`config.mk`:
```
export PLATFORM = sky130hd
export DESIGN_NAME = multicycle_ctrl_fsm
export DESIGN_NICKNAME = d
export VERILOG_FILES = /design/src/rtl/ctrl_pkg.sv /design/src/rtl/alu_decoder.sv /design/src/rtl/multicycle_ctrl_fsm.sv
export SDC_FILE = /design/constraint.sdc
export NUM_CORES = 1
export LEC_CHECK = 0
export CORE_UTILIZATION = 42
export CTS_CLUSTER_SIZE = 20
export DETAILED_ROUTE_END_ITERATION = 10
export PLACE_DENSITY = 0.81
export SLEW_MARGIN = 20
export SYNTH_ARGS = -nofsm -noshare
export SYNTH_HDL_FRONTEND = slang
export SYNTH_SLANG_ARGS = --single-unit
```
`constraint.sdc`:
```
create_clock -name clk -period 2.4 [get_ports clk]
set_input_delay 0.36 -clock clk [delete_from_list [all_inputs] [get_ports clk]]
set_output_delay 0.36 -clock clk [all_outputs]
set_load 0.005 [all_outputs]
```
`src/rtl/ctrl_pkg.sv`:
```
// Shared definitions for the multicycle MIPS control FSM: state encoding, opcode/funct
// constants, ALU control codes and ALUSrcB select codes.
package ctrl_pkg;

  typedef enum logic [3:0] {
    StFetch,
    StDecode,
    StMemAdr,
    StMemRd,
    StMemWb,
    StMemWr,
    StExecute,
    StAluWb,
    StBranch,
    StAddiEx,
    StAddiWb
  } state_e;

  // Opcodes (instr[31:26])
  localparam logic [5:0] OpRtype = 6'b000000;
  localparam logic [5:0] OpLw    = 6'b100011;
  localparam logic [5:0] OpSw    = 6'b101011;
  localparam logic [5:0] OpBeq   = 6'b000100;
  localparam logic [5:0] OpAddi  = 6'b001000;

  // R-type funct codes (instr[5:0])
  localparam logic [5:0] FnAdd = 6'b100000;
  localparam logic [5:0] FnSub = 6'b100010;
  localparam logic [5:0] FnAnd = 6'b100100;
  localparam logic [5:0] FnOr  = 6'b100101;
  localparam logic [5:0] FnSlt = 6'b101010;

  // ALUControl codes
  localparam logic [2:0] AluAdd = 3'b010;
  localparam logic [2:0] AluSub = 3'b110;
  localparam logic [2:0] AluAnd = 3'b000;
  localparam logic [2:0] AluOr  = 3'b001;
  localparam logic [2:0] AluSlt = 3'b111;

  // ALUSrcB selects
  localparam logic [1:0] SrcbB      = 2'b00;
  localparam logic [1:0] SrcbFour   = 2'b01;
  localparam logic [1:0] SrcbImm    = 2'b10;
  localparam logic [1:0] SrcbImmSh2 = 2'b11;

  // Coarse ALU operation requested by the FSM; the decoder refines it
  localparam logic [1:0] AluOpAdd   = 2'b00;
  localparam logic [1:0] AluOpSub   = 2'b01;
  localparam logic [1:0] AluOpFunct = 2'b10;

  function automatic logic op_is_legal(input logic [5:0] op);
    return (op == OpRtype) || (op == OpLw) || (op == OpSw) || (op == OpBeq) ||
           (op == OpAddi);
  endfunction

endpackage

```
`src/rtl/alu_decoder.sv`:
```
// ALU decoder: maps the FSM's coarse alu_op plus the R-type funct field to a 3-bit
// ALUControl code. funct_valid drops only for an unrecognised funct under AluOpFunct.
module alu_decoder
  import ctrl_pkg::*;
(
  input  logic [1:0] alu_op,
  input  logic [5:0] funct,
  output logic [2:0] alu_control,
  output logic       funct_valid
);

  // Decode ALU operation; unknown funct falls back to add and flags invalid
  always_comb begin
    alu_control = AluAdd;
    funct_valid = 1'b1;
    unique case (alu_op)
      AluOpSub: alu_control = AluSub;
      AluOpFunct: begin
        case (funct)
          FnAdd:   alu_control = AluAdd;
          FnSub:   alu_control = AluSub;
          FnAnd:   alu_control = AluAnd;
          FnOr:    alu_control = AluOr;
          FnSlt:   alu_control = AluSlt;
          default: funct_valid = 1'b0;
        endcase
      end
      default: alu_control = AluAdd;
    endcase
  end

endmodule

```
`src/rtl/multicycle_ctrl_fsm.sv`:
```
// Main control FSM of the multicycle MIPS core. Moore outputs decoded from the state
// register, with MEM_RD_LAT wait states on fetch and load. Optional macro
// CTRL_PERF_CNT_EN adds free-running cycle and retired-fetch counters.
module multicycle_ctrl_fsm
  import ctrl_pkg::*;
#(
  parameter int unsigned MEM_RD_LAT = 1
) (
  input  logic       clk,
  input  logic       rst_n,
  input  logic [5:0] Op,
  input  logic [5:0] Funct,
  output logic       PCWrite,
  output logic       Branch,
  output logic       PCSrc,
  output logic [2:0] ALUControl,
  output logic [1:0] ALUSrcB,
  output logic       ALUSrcA,
  output logic       RegWrite,
  output logic       lorD,
  output logic       MemWrite,
  output logic       IRWrite,
  output logic       RegDst,
  output logic       MemtoReg,
`ifdef CTRL_PERF_CNT_EN
  output logic       illegal_op,
  output logic [31:0] cycle_cnt,
  output logic [31:0] instr_cnt
`else
  output logic       illegal_op
`endif
);

  localparam logic [1:0] Lat   = 2'(MEM_RD_LAT);
  localparam logic [1:0] LatM1 = 2'(MEM_RD_LAT - 1);

  state_e     state_q, state_d;
  logic [1:0] wait_q, wait_d;
  logic [1:0] alu_op;
  logic       funct_valid;
  logic       fetch_done;

  // Raw enables before reset gating
  logic pc_write_raw, branch_raw, reg_write_raw, mem_write_raw, ir_write_raw;
  logic illegal_raw;

  assign fetch_done = !(wait_q < Lat);

  alu_decoder u_alu_decoder (
    .alu_op      (alu_op),
    .funct       (Funct),
    .alu_control (ALUControl),
    .funct_valid (funct_valid)
  );

  // State and wait-counter registers with synchronous active-low reset
  always_ff @(posedge clk) begin
    if (!rst_n) begin
      state_q <= StFetch;
      wait_q  <= '0;
    end else begin
      state_q <= state_d;
      wait_q  <= wait_d;
    end
  end

  // Next-state logic; wait counter only runs in FETCH and MEMRD
  always_comb begin
    state_d = state_q;
    wait_d  = '0;
    case (state_q)
      StFetch: begin
        if (fetch_done) state_d = StDecode;
        else            wait_d  = wait_q + 2'd1;
      end
      StDecode: begin
        case (Op)
          OpLw, OpSw: state_d = StMemAdr;
          OpRtype:    state_d = StExecute;
          OpBeq:      state_d = StBranch;
          OpAddi:     state_d = StAddiEx;
          default:    state_d = StFetch;
        endcase
      end
      StMemAdr:  state_d = (Op == OpLw) ? StMemRd : StMemWr;
      StMemRd: begin
        if (wait_q == LatM1) state_d = StMemWb;
        else                 wait_d  = wait_q + 2'd1;
      end
      StExecute: state_d = funct_valid ? StAluWb : StFetch;
      StAddiEx:  state_d = StAddiWb;
      StMemWb, StMemWr, StAluWb, StBranch, StAddiWb: state_d = StFetch;
      default:   state_d = StFetch;
    endcase
  end

  // Moore output decode; unlisted outputs stay 0 and ALU defaults to add
  always_comb begin
    pc_write_raw  = 1'b0;
    branch_raw    = 1'b0;
    PCSrc         = 1'b0;
    alu_op        = AluOpAdd;
    ALUSrcB       = SrcbB;
    ALUSrcA       = 1'b0;
    reg_write_raw = 1'b0;
    lorD          = 1'b0;
    mem_write_raw = 1'b0;
    ir_write_raw  = 1'b0;
    RegDst        = 1'b0;
    MemtoReg      = 1'b0;
    unique case (state_q)
      StFetch: begin
        if (fetch_done) begin
          ir_write_raw = 1'b1;
          pc_write_raw = 1'b1;
          ALUSrcB      = SrcbFour;
        end
      end
      StDecode:  ALUSrcB = SrcbImmSh2;
      StMemAdr: begin
        ALUSrcA = 1'b1;
        ALUSrcB = SrcbImm;
      end
      StMemRd:   lorD = 1'b1;
      StMemWb: begin
        MemtoReg      = 1'b1;
        reg_write_raw = 1'b1;
      end
      StMemWr: begin
        lorD          = 1'b1;
        mem_write_raw = 1'b1;
      end
      StExecute: begin
        ALUSrcA = 1'b1;
        alu_op  = AluOpFunct;
      end
      StAluWb: begin
        RegDst        = 1'b1;
        reg_write_raw = 1'b1;
      end
      StBranch: begin
        ALUSrcA    = 1'b1;
        alu_op     = AluOpSub;
        branch_raw = 1'b1;
        PCSrc      = 1'b1;
      end
      StAddiEx: begin
        ALUSrcA = 1'b1;
        ALUSrcB = SrcbImm;
      end
      StAddiWb:  reg_write_raw = 1'b1;
      default: ;
    endcase
  end

  // Kept outside the decode block so funct_valid never feeds back into alu_op's block
  assign illegal_raw = ((state_q == StDecode) && !op_is_legal(Op)) ||
                       ((state_q == StExecute) && !funct_valid);

  // Gate state-changing strobes with rst_n so a write in flight at a reset edge is dropped
  assign PCWrite    = pc_write_raw  & rst_n;
  assign Branch     = branch_raw    & rst_n;
  assign RegWrite   = reg_write_raw & rst_n;
  assign MemWrite   = mem_write_raw & rst_n;
  assign IRWrite    = ir_write_raw  & rst_n;
  assign illegal_op = illegal_raw   & rst_n;

`ifdef CTRL_PERF_CNT_EN
  // Performance counters: cycles out of reset and instruction fetches; both wrap
  always_ff @(posedge clk) begin
    if (!rst_n) begin
      cycle_cnt <= '0;
      instr_cnt <= '0;
    end else begin
      cycle_cnt <= cycle_cnt + 32'd1;
      if (IRWrite) instr_cnt <= instr_cnt + 32'd1;
    end
  end
`endif

endmodule

```
=== Word-level counts from Yosys, hierarchy flattened ===
Index checks and enable logic that the tools add are counted.

* Register bits: 6
* Memories: 0
* Output and inout bits: 16
* Bits in read-only memories: 0
* Word-level logic and storage cells: 76
* Bits in latches: 0
* Memory bits (writable): 0

* $mul: 0
* Equal/unequal tests: 23
* $add $sub $neg: 1
* Divide/modulo/power cells: 0
* Bitwise gates (word level): 5
* Magnitude comparators: 1
* Reduce and logical (&&, ||, !) cells: 19
* Multiplexer cells: 25
* Shift-type cells: 0

{| class="wikitable"
|+ Operators with widths
! operator !! count
|-
| == test 6 bit (second input constant) || 7
|-
| one-hot mux 4 bit (6 select lines) || 1
|-
| == test 4 x 3 -> 1 bit (second input constant) || 4
|-
| one-hot mux 4 bit (4 select lines) || 1
|-
| == test 4 bit (second input constant) || 3
|-
| 2-to-1 mux 1 bit || 12
|-
| one-hot mux 3 bit (4 select lines) || 1
|-
| == test 4 x 2 -> 1 bit (second input constant) || 2
|-
| 2-to-1 mux 4 bit || 2
|-
| one-hot mux 2 bit (2 select lines) || 2
|-
| == test 6 x 3 -> 1 bit (second input constant) || 1
|-
| == test 6 x 4 -> 1 bit (second input constant) || 1
|-
| logical NOT 6 bit || 1
|-
| 2-to-1 mux 3 bit || 2
|-
| one-hot mux 2 bit (3 select lines) || 1
|-
| one-hot mux 3 bit (2 select lines) || 1
|-
| OR reduction 2 bit || 3
|-
| bitwise AND 1 bit || 5
|-
| logical OR 1 bit || 5
|-
| OR reduction 5 bit || 1
|-
| == test 4 x 1 -> 1 bit (second input constant) || 1
|-
| logical NOT 4 bit || 1
|-
| 2-to-1 mux 2 bit || 2
|-
| != test 2 bit (second input constant) || 2
|-
| 10 further kinds || 12
|}

=== Logic depth before layout (Yosys ltp) ===
Gate-level depths: netlist of run 1.

* Depth in word-level cells: 9
* Mapped depth: 9
* Depth with buffers taken out: 8

=== Hierarchy ===
From an unflattened synthesis of run 1, not the netlist that was laid out.

* Cells, all modules: 112
* Area, all modules: 792.0 um2

{| class="wikitable"
|+ Modules (own cells, without submodules)
! module !! cells an instance !! area each (um2) !! instances
|-
| multicycle_ctrl_fsm || 92 || 633.1 || 1
|-
| alu_decoder || 20 || 158.9 || 1
|}

=== Worst setup path after synthesis of run 1 ===
No wires, ideal clock.

* Kind: reg2out
* Start: reg state_q[2]
* End: out illegal_op
* Data arrival time: 1.547 ns
* Cell stages (with the launch flop): 10
* Path slack: 0.493 ns
* Path through: dfxtp_1 buf_2 nand2b_1 nand2b_1 inv_1 ha_1 inv_1 a31o_2 o32ai_1 and2_1

* Cells in the longest elaborated chain, start to end: 8
* Elaborated cells between the ends (all ways): 11
* Those cells by class: eq/ne: 4; mux: 2; bitwise: 1; reduce/logical: 4

{| class="wikitable"
|+ RTL lines
! what !! line !! source
|-
| from (decl) || multicycle_ctrl_fsm.sv:37 || <nowiki>state_e state_q, state_d;</nowiki>
|-
| from (signal assigned) || multicycle_ctrl_fsm.sv:59 || <nowiki>state_q <= StFetch;</nowiki>
|-
| from (signal assigned) || multicycle_ctrl_fsm.sv:62 || <nowiki>state_q <= state_d;</nowiki>
|-
| == test 4 bit / == test 4 x 3 -> 1 bit (equally long branches) || multicycle_ctrl_fsm.sv:111, multicycle_ctrl_fsm.sv:158 ||
|-
| one-hot mux 2 bit (2 select lines) || multicycle_ctrl_fsm.sv:111 || <nowiki>unique case (state_q)</nowiki>
|-
| == test 2 bit || alu_decoder.sv:16 || <nowiki>unique case (alu_op)</nowiki>
|-
| 2-to-1 mux 1 bit || alu_decoder.sv:16 ||
|-
| logical NOT 1 bit || multicycle_ctrl_fsm.sv:158 || <nowiki>((state_q == StExecute) && !funct_valid);</nowiki>
|-
| logical AND 1 bit || multicycle_ctrl_fsm.sv:158 ||
|-
| logical OR 1 bit (*) || multicycle_ctrl_fsm.sv:157 || <nowiki>assign illegal_raw = ((state_q == StDecode) && !op_is_legal(Op)) ||</nowiki>
|-
| bitwise AND 1 bit (*) || multicycle_ctrl_fsm.sv:166 || <nowiki>assign illegal_op = illegal_raw & rst_n;</nowiki>
|-
| to (decl) || multicycle_ctrl_fsm.sv:30 || <nowiki>output logic illegal_op</nowiki>
|}

Mark *: on every way between the ends. The rest lies on a longest branch, timed or not.

=== Final worst setup path of run 1 ===
* Start: reg state_q[2]
* End: out IRWrite

* Cells in the longest elaborated chain, start to end: 3

{| class="wikitable"
|+ RTL lines
! what !! line !! source
|-
| logical NOT 4 bit || multicycle_ctrl_fsm.sv:111 ||
|-
| 2-to-1 mux 1 bit || multicycle_ctrl_fsm.sv:111 ||
|-
| bitwise AND 1 bit || multicycle_ctrl_fsm.sv:165 || <nowiki>assign IRWrite = ir_write_raw & rst_n;</nowiki>
|-
| to (decl) || multicycle_ctrl_fsm.sv:22 || <nowiki>output logic IRWrite,</nowiki>
|}

Every way passes these cells.

==> summary.md, run 1 <==
| Metric | Value |
|---|---|
| Arrival @ worst endpoint | `1.92 ns` |
| Area of the multi-input gates | `582 µm²` |
| R2R depth | `8` |
| Hold path depth | `3` |
| Share of layout cells above drive strength 1 | `24.1%` |
| Clock-pin slew on the worst setup and hold paths | `0.05 ns` |
| Hold endpoint | `wait_q[1]` |
| CP Max Fanout | `8` |
| Count of pins over their slew limit | `0` |
| Kind of critical path | `reg2out` |
| VDD IR max | `0.365 mV` |
| Die Height | `44.2 µm` |
| Antenna fix cells | `0` |
| Num CTS Buffers | `3` |
| Critical Path RT | `2.04 ns` |
| Die X | `44.2 µm` |
| Post-layout nets | `166` |
| Die ar. | `1950 µm²` |
| Synthesized area | `748 µm²` |
| Clock Sinks | `6` |
| Layout Area Growth over Synthesis | `60.5%` |
| Synthesis-stage register bit count | `6` |
| First-iteration detailed-routing DRC count | `25` |
| Routability Congestion | `0.810` |
| Status | `finished, final reports clean` |
| Relative slew slack | `76.7%` |
| Half-perimeter wire length after placement | `1630 µm` |
| Yosys Warn Count | `0` |
| H-tree depth | `1` |
| Vias/cell | `5.66` |
| Initial antenna violation count | `0` |
| R2R Setup Slk | `0.83 ns` |
| Largest net degree at the start of global routing | `12` |
| Pwr dens | `489 nW/µm²` |
| Hold slack | `0.598 ns` |
| Ports | `30` |
| Vias | `912` |
| Worst r2r dst | `state_q[0]` |
| Core area | `1580 µm²` |
| First-pass GRT wire length | `3440 µm` |
| Wirelength per Cell | `12.9 µm` |
| Post-Route WL | `2070 µm` |
| Fillers | `125` |
| Vias in the first global route | `821` |
| Netlist cell types | `38` |
| Post-synth top area share | `16.1%` |
| R2R Path Start | `state_q[3]` |
| Syn Inst Count | `101` |
| CTS Hold Buffers Added | `0` |
| Dominant synthesized flop cell | `dfxtp_1` |
| CP endpoint kind | `output port` |
| Clock skew after layout | `0.00717 ns` |
| Min Clock Period, post-route | `2.28 ns` |
| Register area | `123 µm²` |
| Clock buffer depth | `2` |
| Setup TNS | `0 ns` |
| Root Driver | `clkbuf_4` |
| CTS tree | `yes` |
| Final Cycle Share | `94.9%` |
| Hold violation count in the final report | `0` |
| Initial core utilization | `47.5%` |
| PortBufs | `29` |
| Worst-skew pair later-pin latency | `0.25 ns` |
| Layout Utilization | `76.2%` |
| Mapped Nets | `120` |
| Fmax | `0.439 GHz` |
| Hold Crit Class | `reg2reg` |
| Avg Cell Area, Syn | `7.41 µm²` |
| Post-synthesis sequential area ratio | `16.1%` |
| Post-route ant nets | `0` |
| Total track usage | `23.1%` |
| Post-synth EDFFs | `0` |
| Final setup vio count | `0` |
| Total grt overflow | `0` |
| Worst Tran Pin Value | `0.347 ns` |
| Leading area contributor after synthesis | `dfxtp_1` |
| Core Rows | `14` |
| DRC Markers | `0` |
| HP Start | `state_q[0]` |
| Startpoint types | `register` |
| Post-synth ARST share | `0%` |
| 1st-pass router iterations | `6` |
| Setup repair after global routing missed its margin | `false` |
| Synth area leaders | `dfxtp_1 (16%), ha_1 (8.4%), nand2_1 (4.5%)` |
| MaxCap Viol Count | `0` |
| Pleak | `0.520 nW` |
==> logic make-up after synthesis <==
group           count (synthesis)  share of synthesized area [%]
flops                           6                           16.1
fa+ha+maj                       5                           8.36
simple gates                   51                           38.1
xor+xnor                        2                           2.34
buf+inv                        13                           8.53
mux                             1                           1.34
compound gates                 23                           25.3
==> worst max-delay path by stage <==
stage / from / end / slack [ns] / cells past startpoint
2_1_floorplan: state_q[2] / illegal_op / 0.49 / 9
3_3_place_gp: Op[1] / illegal_op / -0.08 / 6
3_5_place_dp: Op[1] / illegal_op / -0.06 / 6
4_1_cts: state_q[2] / IRWrite / 0.01 / 5
5_1_grt: state_q[3] / illegal_op / 0.02 / 9
6_report: state_q[2] / IRWrite / 0.12 / 5
==> metrics by stage <==
step | worst slack (ns) | instances | instance area (µm²) | power, W
6_report | 0.123 | 161 | 1200 | 0.000588
3_5_place_dp | -0.0596 | 156 | 1140 | 0.000496
4_1_cts | 0.0136 | 161 | 1180 | 0.000591
5_1_grt | 0.0189 | 161 | 1200 | 0.000628
2_1_floorplan | 0.493 | 101 | 748 | 0.000359
3_3_place_gp | -0.0804 | 156 | 1140 | 0.000485
==> layout make-up <==
class / count / share of cell area [%]
multi-input cells: 82 / 48.4
repair buffers: 46 / 35.3
flip-flops and latches: 6 / 10.2
inverters: 8 / 2.50
clock buffers: 3 / 1.88
well taps: 16 / 1.67
==> power by group <==
part           total (W)  internal, W  switching [W]
combinational   0.000364     0.000188       0.000177
clock          0.0000942    0.0000566      0.0000376
sequential      0.000130     0.000121     0.00000880
total           0.000588     0.000365       0.000223
==> sequential cells by signal (all words and copies together) (netlist names) <==
| register | flops |
|---|---|
| wait_q | 2 |
| state_q | 4 |
==> metal layers <==
layer,GRT usage (%),share of wire [%],vias up
met5,0,0,-
met4,4.85,0,0
met3,4.90,4.2,0
met2,39.7,50,28
met1,29.7,46,433
li1,-,-,451
==> Yosys cell counts, drive strengths merged, types with 2 or more instances <==
cell,number
a31oi,2
a21oi,6
nand3,2
and2b,3
nor3b,3
nand2b,5
a22oi,2
buf,5
nor4,2
nand2,10
nor2,9
and3,2
xnor2,2
ha,5
nor3,8
inv,8
o32ai,3
dfxtp,6
nor2b,4
==> critical path, cell delays in order, from the launching register on <==
cell and delay (ns):
dfxtp_2 0.33, buf_4 0.17, nor2_2 0.20, nand2_1 0.15
nor4_1 0.26, clkdlybuf4s50_1 0.57
==> cell usage in the layout (no fill, tap or decap), drive strengths merged, types with 2 or more instances in the layout <==
master and instances:
nor2 9, a31oi 2, xnor2 2, nand2b 5
ha 5, dfxtp 6, inv 8, buf 17
nand3 2, a22oi 2, clkbuf 3, nand2 10
dlygate4sd2 2, a21oi 6, and3 2, nor2b 4
and2b 3, clkdlybuf4s50 25, nor3 8, o32ai 3
nor4 2, nor3b 3, dlymetal6s2s 2
==> timing repair <==
action | 4_1_cts | 5_1_grt
pin swaps | 2 | 0
setup endpoints to repair | 3 | 4
resized for setup | 7 | 6
setup buffers | 2 | 0
Note: power is estimated with default switching activity, not from simulation.
==> run 2: changes to the inputs <==
--- a/config.mk
+++ b/config.mk
@@ -9,6 +9,7 @@
 export CTS_CLUSTER_SIZE = 20
 export DETAILED_ROUTE_END_ITERATION = 10
 export PLACE_DENSITY = 0.81
+export SKIP_CTS_REPAIR_TIMING = 1
 export SLEW_MARGIN = 20
 export SYNTH_ARGS = -nofsm -noshare
 export SYNTH_HDL_FRONTEND = slang
==> run 2 against run 1 <==
Combinational power up 2%. First-iteration DRC count down 12%. Largest power group unchanged. Core utilization up 3.6 points. Clock skew down 0.0050 ns. Non-clock buffer count up 2. Highest routed layer unchanged.
==> summary.md, run 2 (synthesized netlist as in run 1, its figures left out) <==
| Metric | Value |
|---|---|
| Initial core utilization | `47.5% (unchanged)` |
| Hold path depth | `3 (unchanged)` |
| Root Driver | `clkbuf_4` |
| Initial antenna violation count | `0 (unchanged)` |
| Wirelength per Cell | `13.1 µm (+2.1%)` |
| Register area | `124 µm² (+1.0%)` |
| Core Rows | `14 (unchanged)` |
| Area of the multi-input gates | `619 µm² (+6.5%)` |
| Final setup vio count | `0 (unchanged)` |
| Die X | `44.2 µm (unchanged)` |
| Setup repair after global routing missed its margin | `false` |
| Hold Crit Class | `reg2reg` |
| Arrival @ worst endpoint | `1.93 ns (about the same)` |
| Clock skew after layout | `0.00221 ns (-0.00496 ns)` |
| Kind of critical path | `reg2out` |
| Layout Utilization | `79.8% (+3.6 points)` |
| 1st-pass router iterations | `6 (unchanged)` |
| Top flop regs | `state_q x4, wait_q x2` |
| Finished Cell Area | `1260 µm² (+4.7%)` |
| Worst stage delay on the critical path | `0.53 ns (-0.04 ns)` |
| Total track usage | `22.8% (-0.34 points)` |
| Clock Sinks | `6 (unchanged)` |
| Num CTS Buffers | `3 (unchanged)` |
| CTS tree | `yes` |
| First-pass GRT wire length | `3390 µm (-1.4%)` |
| Status | `finished, final reports clean` |
| Ports | `30 (unchanged)` |
| Worst Path Buf+Inv | `2 (unchanged)` |
| Half-perimeter wire length after placement | `1630 µm (unchanged)` |
| DP Area | `1140 µm² (unchanged)` |
| First-iteration detailed-routing DRC count | `22 (-12%)` |
| Count of pins over their slew limit | `0 (unchanged)` |
| Fillers | `108 (-14%)` |
| Critical Path RT | `2.04 ns (about the same)` |
| PortBufs | `29 (unchanged)` |
| Largest net degree at the start of global routing | `12 (unchanged)` |
| Crit-path leading delay family | `buffers and inverters` |
| Most common cell after layout, fill and taps aside | `clkdlybuf4s50_1` |
| Min Clock Period, post-route | `2.29 ns (+0.00884 ns)` |
| Clock buffer depth | `2 (unchanged)` |
| Hold violation count in the final report | `0 (unchanged)` |
| Post-layout nets | `168 (+1.2%)` |
| Relative slew slack | `76.9% (+0.18 points)` |
| Post-Route WL | `2140 µm (+3.3%)` |
| R2R Setup Slk | `0.85 ns (+0.02 ns)` |
| Worst-skew pair later-pin latency | `0.24 ns (about the same)` |
| VDD IR max | `0.421 mV (+15%)` |
| MaxCap Viol Count | `0 (unchanged)` |
| Fmax | `0.437 GHz (-0.39%)` |
| Vias in the first global route | `810 (-1.3%)` |
| Cells after DPL | `156 (unchanged)` |
| DRC Markers | `0 (unchanged)` |
| Vias/cell | `5.66 (about the same)` |
| Crit-path cells | `and2b_1 > nand2b_1 > inv_2 > ha_4 > nor3_2 > clkdlybuf4s50_1` |
| Layout Area Growth over Synthesis | `68.1%` |
| Pleak | `0.521 nW (+0.22%)` |
| Share of layout cells above drive strength 1 | `28.6% (+4.4 points)` |
| Reg with most FFs | `state_q` |
| R2R depth | `8 (unchanged)` |
| Clock-pin slew on the worst setup and hold paths | `0.05 ns (about the same)` |
| Final Cycle Share | `95.2% (+0.37 points)` |
| Antenna fix cells | `0 (unchanged)` |
| CP endpoint kind | `output port` |
| Vias | `923 (+1.2%)` |
| CP Max Fanout | `3 (-5)` |
| Die Height | `44.2 µm (unchanged)` |
| Worst path depth | `6 (+1)` |
| Slowest-stage cell, CP | `clkdlybuf4s50_1` |
| Post-route ant nets | `0 (unchanged)` |
| Core area | `1580 µm² (unchanged)` |
| Startpoint types | `register` |
| Pwr dens | `476 nW/µm² (-2.8%)` |
| Max reg flops | `4 (unchanged)` |
| Total grt overflow | `0 (unchanged)` |
| H-tree depth | `1 (unchanged)` |
| Final Power | `0.000598 W (+1.7%)` |
| Die ar. | `1950 µm² (unchanged)` |
| Commonest cells after routing, fill and taps aside | `clkdlybuf4s50_1 (27), buf_4 (18), nand2_1 (9)` |
| Worst Tran Pin Value | `0.344 ns (-0.00274 ns)` |
| Non-filler cells, final | `163 (+1.2%)` |
| Routability Congestion | `0.810 (unchanged)` |
==> run 2: cell types whose count changed in the layout (fill, tap and decap cells not counted), moves of 2 or more <==
cell	before	now
buf_4	16	18
clkdlybuf4s50_1	25	27
dlygate4sd2_1	2	0
nor3b_1	3	1
nor3b_4	0	2
==> run 2: worst min-delay path, stage by stage, from the launching register on <==
cell,delay (ns)
dfxtp_2,0.34
nor2_2,0.06
nand2_1,0.06
a21oi_1,0.06
==> run 2: metrics by stage <==
step	setup WS [ns]	hold slack [ns]	TNS, ns
floorplan	0.493	0.500	0
global placement	-0.0804	0.574	-0.0804
detailed placement	-0.0596	0.584	-0.0596
CTS	-0.204	0.595	-0.380
global route	0.0109	0.576	0
finish	0.114	0.558	0
==> run 2: path summary, 6_finish.rpt <==
path              startpoint             to
setup / recovery  state_q[0]  ALUControl[0]
hold / removal    state_q[0]      wait_q[1]
setup reg to reg  state_q[0]     state_q[0]
hold reg to reg   state_q[0]      wait_q[1]
==> run 2: power by group <==
group | internal [W] | switching [W]
clock network | 0.0000566 | 0.0000367
registers | 0.000122 | 0.0000103
logic | 0.000193 | 0.000179
total | 0.000372 | 0.000226
==> run 2: layout make-up <==
type                            instances  area share [%]
Clock buffer                            3            1.79
Inverter                                8            2.39
Multi-Input combinational cell         82            49.3
Sequential cell                         6            9.85
Tap cell                               16            1.59
Timing Repair Buffer                   48            35.1
==> run 2: metal layers <==
metal / track usage (%) / share of wire, % / vias to the layer above / routed length (µm)
li1: - / - / 460 / -
met1: 29.2 / 47 / 434 / 1010
met2: 39.1 / 48 / 29 / 1030
met3: 4.90 / 4.8 / 0 / 103
met4: 4.85 / 0 / 0 / 0
met5: 0 / 0 / - / 0
==> run 3: changes to the inputs <==
--- a/config.mk
+++ b/config.mk
@@ -5,11 +5,14 @@
 export SDC_FILE = /design/constraint.sdc
 export NUM_CORES = 1
 export LEC_CHECK = 0
-export CORE_UTILIZATION = 42
+export ABC_CLOCK_PERIOD_IN_PS = 2400
+export CORE_UTILIZATION = 44
+export CTS_BUF_LIST = sky130_fd_sc_hd__clkbuf_8
 export CTS_CLUSTER_SIZE = 20
 export DETAILED_ROUTE_END_ITERATION = 10
-export PLACE_DENSITY = 0.81
+export PLACE_DENSITY = 0.84
 export SKIP_CTS_REPAIR_TIMING = 1
+export SKIP_LAST_GASP = 1
 export SLEW_MARGIN = 20
 export SYNTH_ARGS = -nofsm -noshare
 export SYNTH_HDL_FRONTEND = slang
==> run 3 against run 2 <==
The run now ends with negative setup slack left. Register-to-register slack lost 0.14 ns. Sequential power is essentially flat. Global-route usage grew 4.2 points. Combinational power grew 10%. Sequential share of layout area shrank 0.15 points. Clock skew shrank 0.00051 ns. Maximum frequency shrank 4.9%. Total power grew 16%. Clock power grew 63%. Setup slack lost 0.12 ns. Clock-buffer cell count is the same. Largest power group unchanged. Highest routed layer is now met4.
==> summary.md, run 3 (synthesized netlist as in run 1, its figures left out) <==
| Metric | Value |
|---|---|
| Antenna fix cells | `0 (unchanged)` |
| Slowest-stage cell, CP | `clkdlybuf4s50_1` |
| Fmax | `0.416 GHz (-4.9%)` |
| Largest net degree at the start of global routing | `11 (-1)` |
| Fillers | `98 (-9.3%)` |
| Vias/cell | `5.83 (+2.9%)` |
| Post-layout nets | `169 (+0.60%)` |
| MaxCap Viol Count | `0 (unchanged)` |
| Final setup vio count | `1 (+1)` |
| CP Max Fanout | `3 (unchanged)` |
| Status | `finished with violations` |
| Final Cycle Share | `100% (+4.9 points)` |
| Clock buffer depth | `2 (unchanged)` |
| Min Clock Period, post-route | `2.40 ns (+0.118 ns)` |
| Root Driver | `clkbuf_8` |
| Most common cell after layout, fill and taps aside | `clkdlybuf4s50_1` |
| Hold path depth | `2 (-1)` |
| Hold violation count in the final report | `0 (unchanged)` |
| Crit-path cells | `and2b_2 > nand2b_4 > inv_2 > ha_2 > buf_4 > nand2_1 > nor3_1 > clkdlybuf4s50_1` |
| Relative slew slack | `77.8% (+0.91 points)` |
| Routability Congestion | `0.806 (-0.58%)` |
| R2R Path Start | `state_q[0]` |
| Worst stage delay on the critical path | `0.56 ns (+0.03 ns)` |
| Critical Path RT | `2.04 ns (about the same)` |
| Die Height | `43.2 µm (-2.2%)` |
| Startpoint types | `register` |
| Share of layout cells above drive strength 1 | `31.1% (+2.5 points)` |
| Total track usage | `27.0% (+4.2 points)` |
| DP Area | `1150 µm² (+1.3%)` |
| CTS tree | `yes` |
| Die ar. | `1870 µm² (-4.3%)` |
| PortBufs | `29 (unchanged)` |
| Worst Path Buf+Inv | `3 (+1)` |
| Max reg flops | `4 (unchanged)` |
| Initial antenna violation count | `0 (unchanged)` |
| Final WS setup | `-0.00381 ns (-0.118 ns)` |
| Core area | `1540 µm² (-2.2%)` |
| Wirelength per Cell | `15.1 µm (+15%)` |
| Hold Crit Class | `reg2reg` |
| Worst Tran Pin Value | `0.331 ns (-0.0135 ns)` |
| R2R Setup Slk | `0.71 ns (-0.14 ns)` |
| Reg with most FFs | `state_q` |
| Worst-skew pair later-pin latency | `0.22 ns (-0.02 ns)` |
| Layout Area Growth over Synthesis | `70.7%` |
| Finished Cell Area | `1280 µm² (+1.6%)` |
| Post-Route WL | `2480 µm (+16%)` |
| Core Rows | `14 (unchanged)` |
| Vias | `956 (+3.6%)` |
| Commonest cells after routing, fill and taps aside | `clkdlybuf4s50_1 (28), buf_4 (20), nand2_1 (9)` |
| CP startpoint | `state_q[0]` |
| Num CTS Buffers | `3 (unchanged)` |
| Worst r2r dst | `state_q[0]` |
| Ports | `30 (unchanged)` |
| Die X | `43.2 µm (-2.2%)` |
| Pleak | `0.537 nW (+3.0%)` |
| Total grt overflow | `0 (unchanged)` |
| Top flop regs | `state_q x4, wait_q x2` |
| First-iteration detailed-routing DRC count | `21 (-4.5%)` |
| VDD IR max | `0.311 mV (-26%)` |
| Pre-CTS WS | `-0.124 ns (-0.0643 ns)` |
| Arrival @ worst endpoint | `2.04 ns (+0.11 ns)` |
| Initial core utilization | `48.5% (+1.1 points)` |
| Failing checks | `negative setup slack` |
| Count of pins over their slew limit | `0 (unchanged)` |
| Vias in the first global route | `909 (+12%)` |
| CP endpoint kind | `output port` |
| First-pass GRT wire length | `3800 µm (+12%)` |
| Clock skew after layout | `0.00169 ns (-0.000514 ns)` |
| Kind of critical path | `reg2out` |
| Final Power | `0.000694 W (+16%)` |
| Setup repair after global routing missed its margin | `true` |
| Post-route ant nets | `0 (unchanged)` |
| Hold endpoint | `state_q[1]` |
| Hold slack | `0.588 ns (+0.0300 ns)` |
| Pwr dens | `544 nW/µm² (+14%)` |
| H-tree depth | `1 (unchanged)` |
| R2R depth | `8 (unchanged)` |
| Clock-pin slew on the worst setup and hold paths | `0.04 ns (about the same)` |
| Crit-path leading delay family | `buffers and inverters` |
| HP Start | `state_q[2]` |
| DRC Markers | `0 (unchanged)` |
| Half-perimeter wire length after placement | `1800 µm (+11%)` |
| 1st-pass router iterations | `4 (-2)` |
| Clock Sinks | `6 (unchanged)` |
| Layout Utilization | `82.9% (+3.1 points)` |
run 3: per-stage QoR:
stage / setup TNS, ns / cells
after floorplan: 0 / 101
after global placement: -0.0378 / 158
after detailed placement: -0.124 / 158
after CTS: -0.451 / 161
after global routing: -0.137 / 164
final: -0.00381 / 164
run 3: layer usage:
metal | GRT usage (%) | routed length (µm) | vias to the layer above
met5 | 0 | 0 | -
met4 | 15.8 | 90 | 0
met1 | 29.2 | 997 | 446
met3 | 5.96 | 98 | 10
li1 | - | - | 462
met2 | 47.2 | 1290 | 38
run 3: final cells by class:
cell class	instances	area, µm²	area share (%)
Timing Repair Buffer	49	443	34.7
Sequential cell	6	124	9.70
Tap cell	16	20.0	1.57
Multi-Input combinational cell	82	619	48.5
Inverter	8	30.0	2.35
Clock buffer	3	41.3	3.23
run 3: worst max path at each step:
stage,end,slack (ns),depth (start not counted)
6_report,ALUControl[0],-0.004,8
5_1_grt,ALUControl[0],-0.08,8
4_1_cts,illegal_op,-0.25,9
3_3_place_gp,illegal_op,-0.04,6
3_5_place_dp,illegal_op,-0.12,6
2_1_floorplan,illegal_op,0.49,9
run 3: power by group:
| group | leakage (nW) | switching [W] | total (W) | internal [W] |
|---|---|---|---|---|
| combinational | 0.465 | 0.000202 | 0.000410 | 0.000208 |
| clock | 0.0216 | 0.0000443 | 0.000152 | 0.000108 |
| sequential | 0.0503 | 0.0000102 | 0.000133 | 0.000122 |
| total | 0.537 | 0.000256 | 0.000694 | 0.000438 |
run 3: tightest hold or removal path: stages, from the launching register on:
cell and delay, ns:
dfxtp_2 0.37, nor2b_1 0.07, o2bb2ai_2 0.11
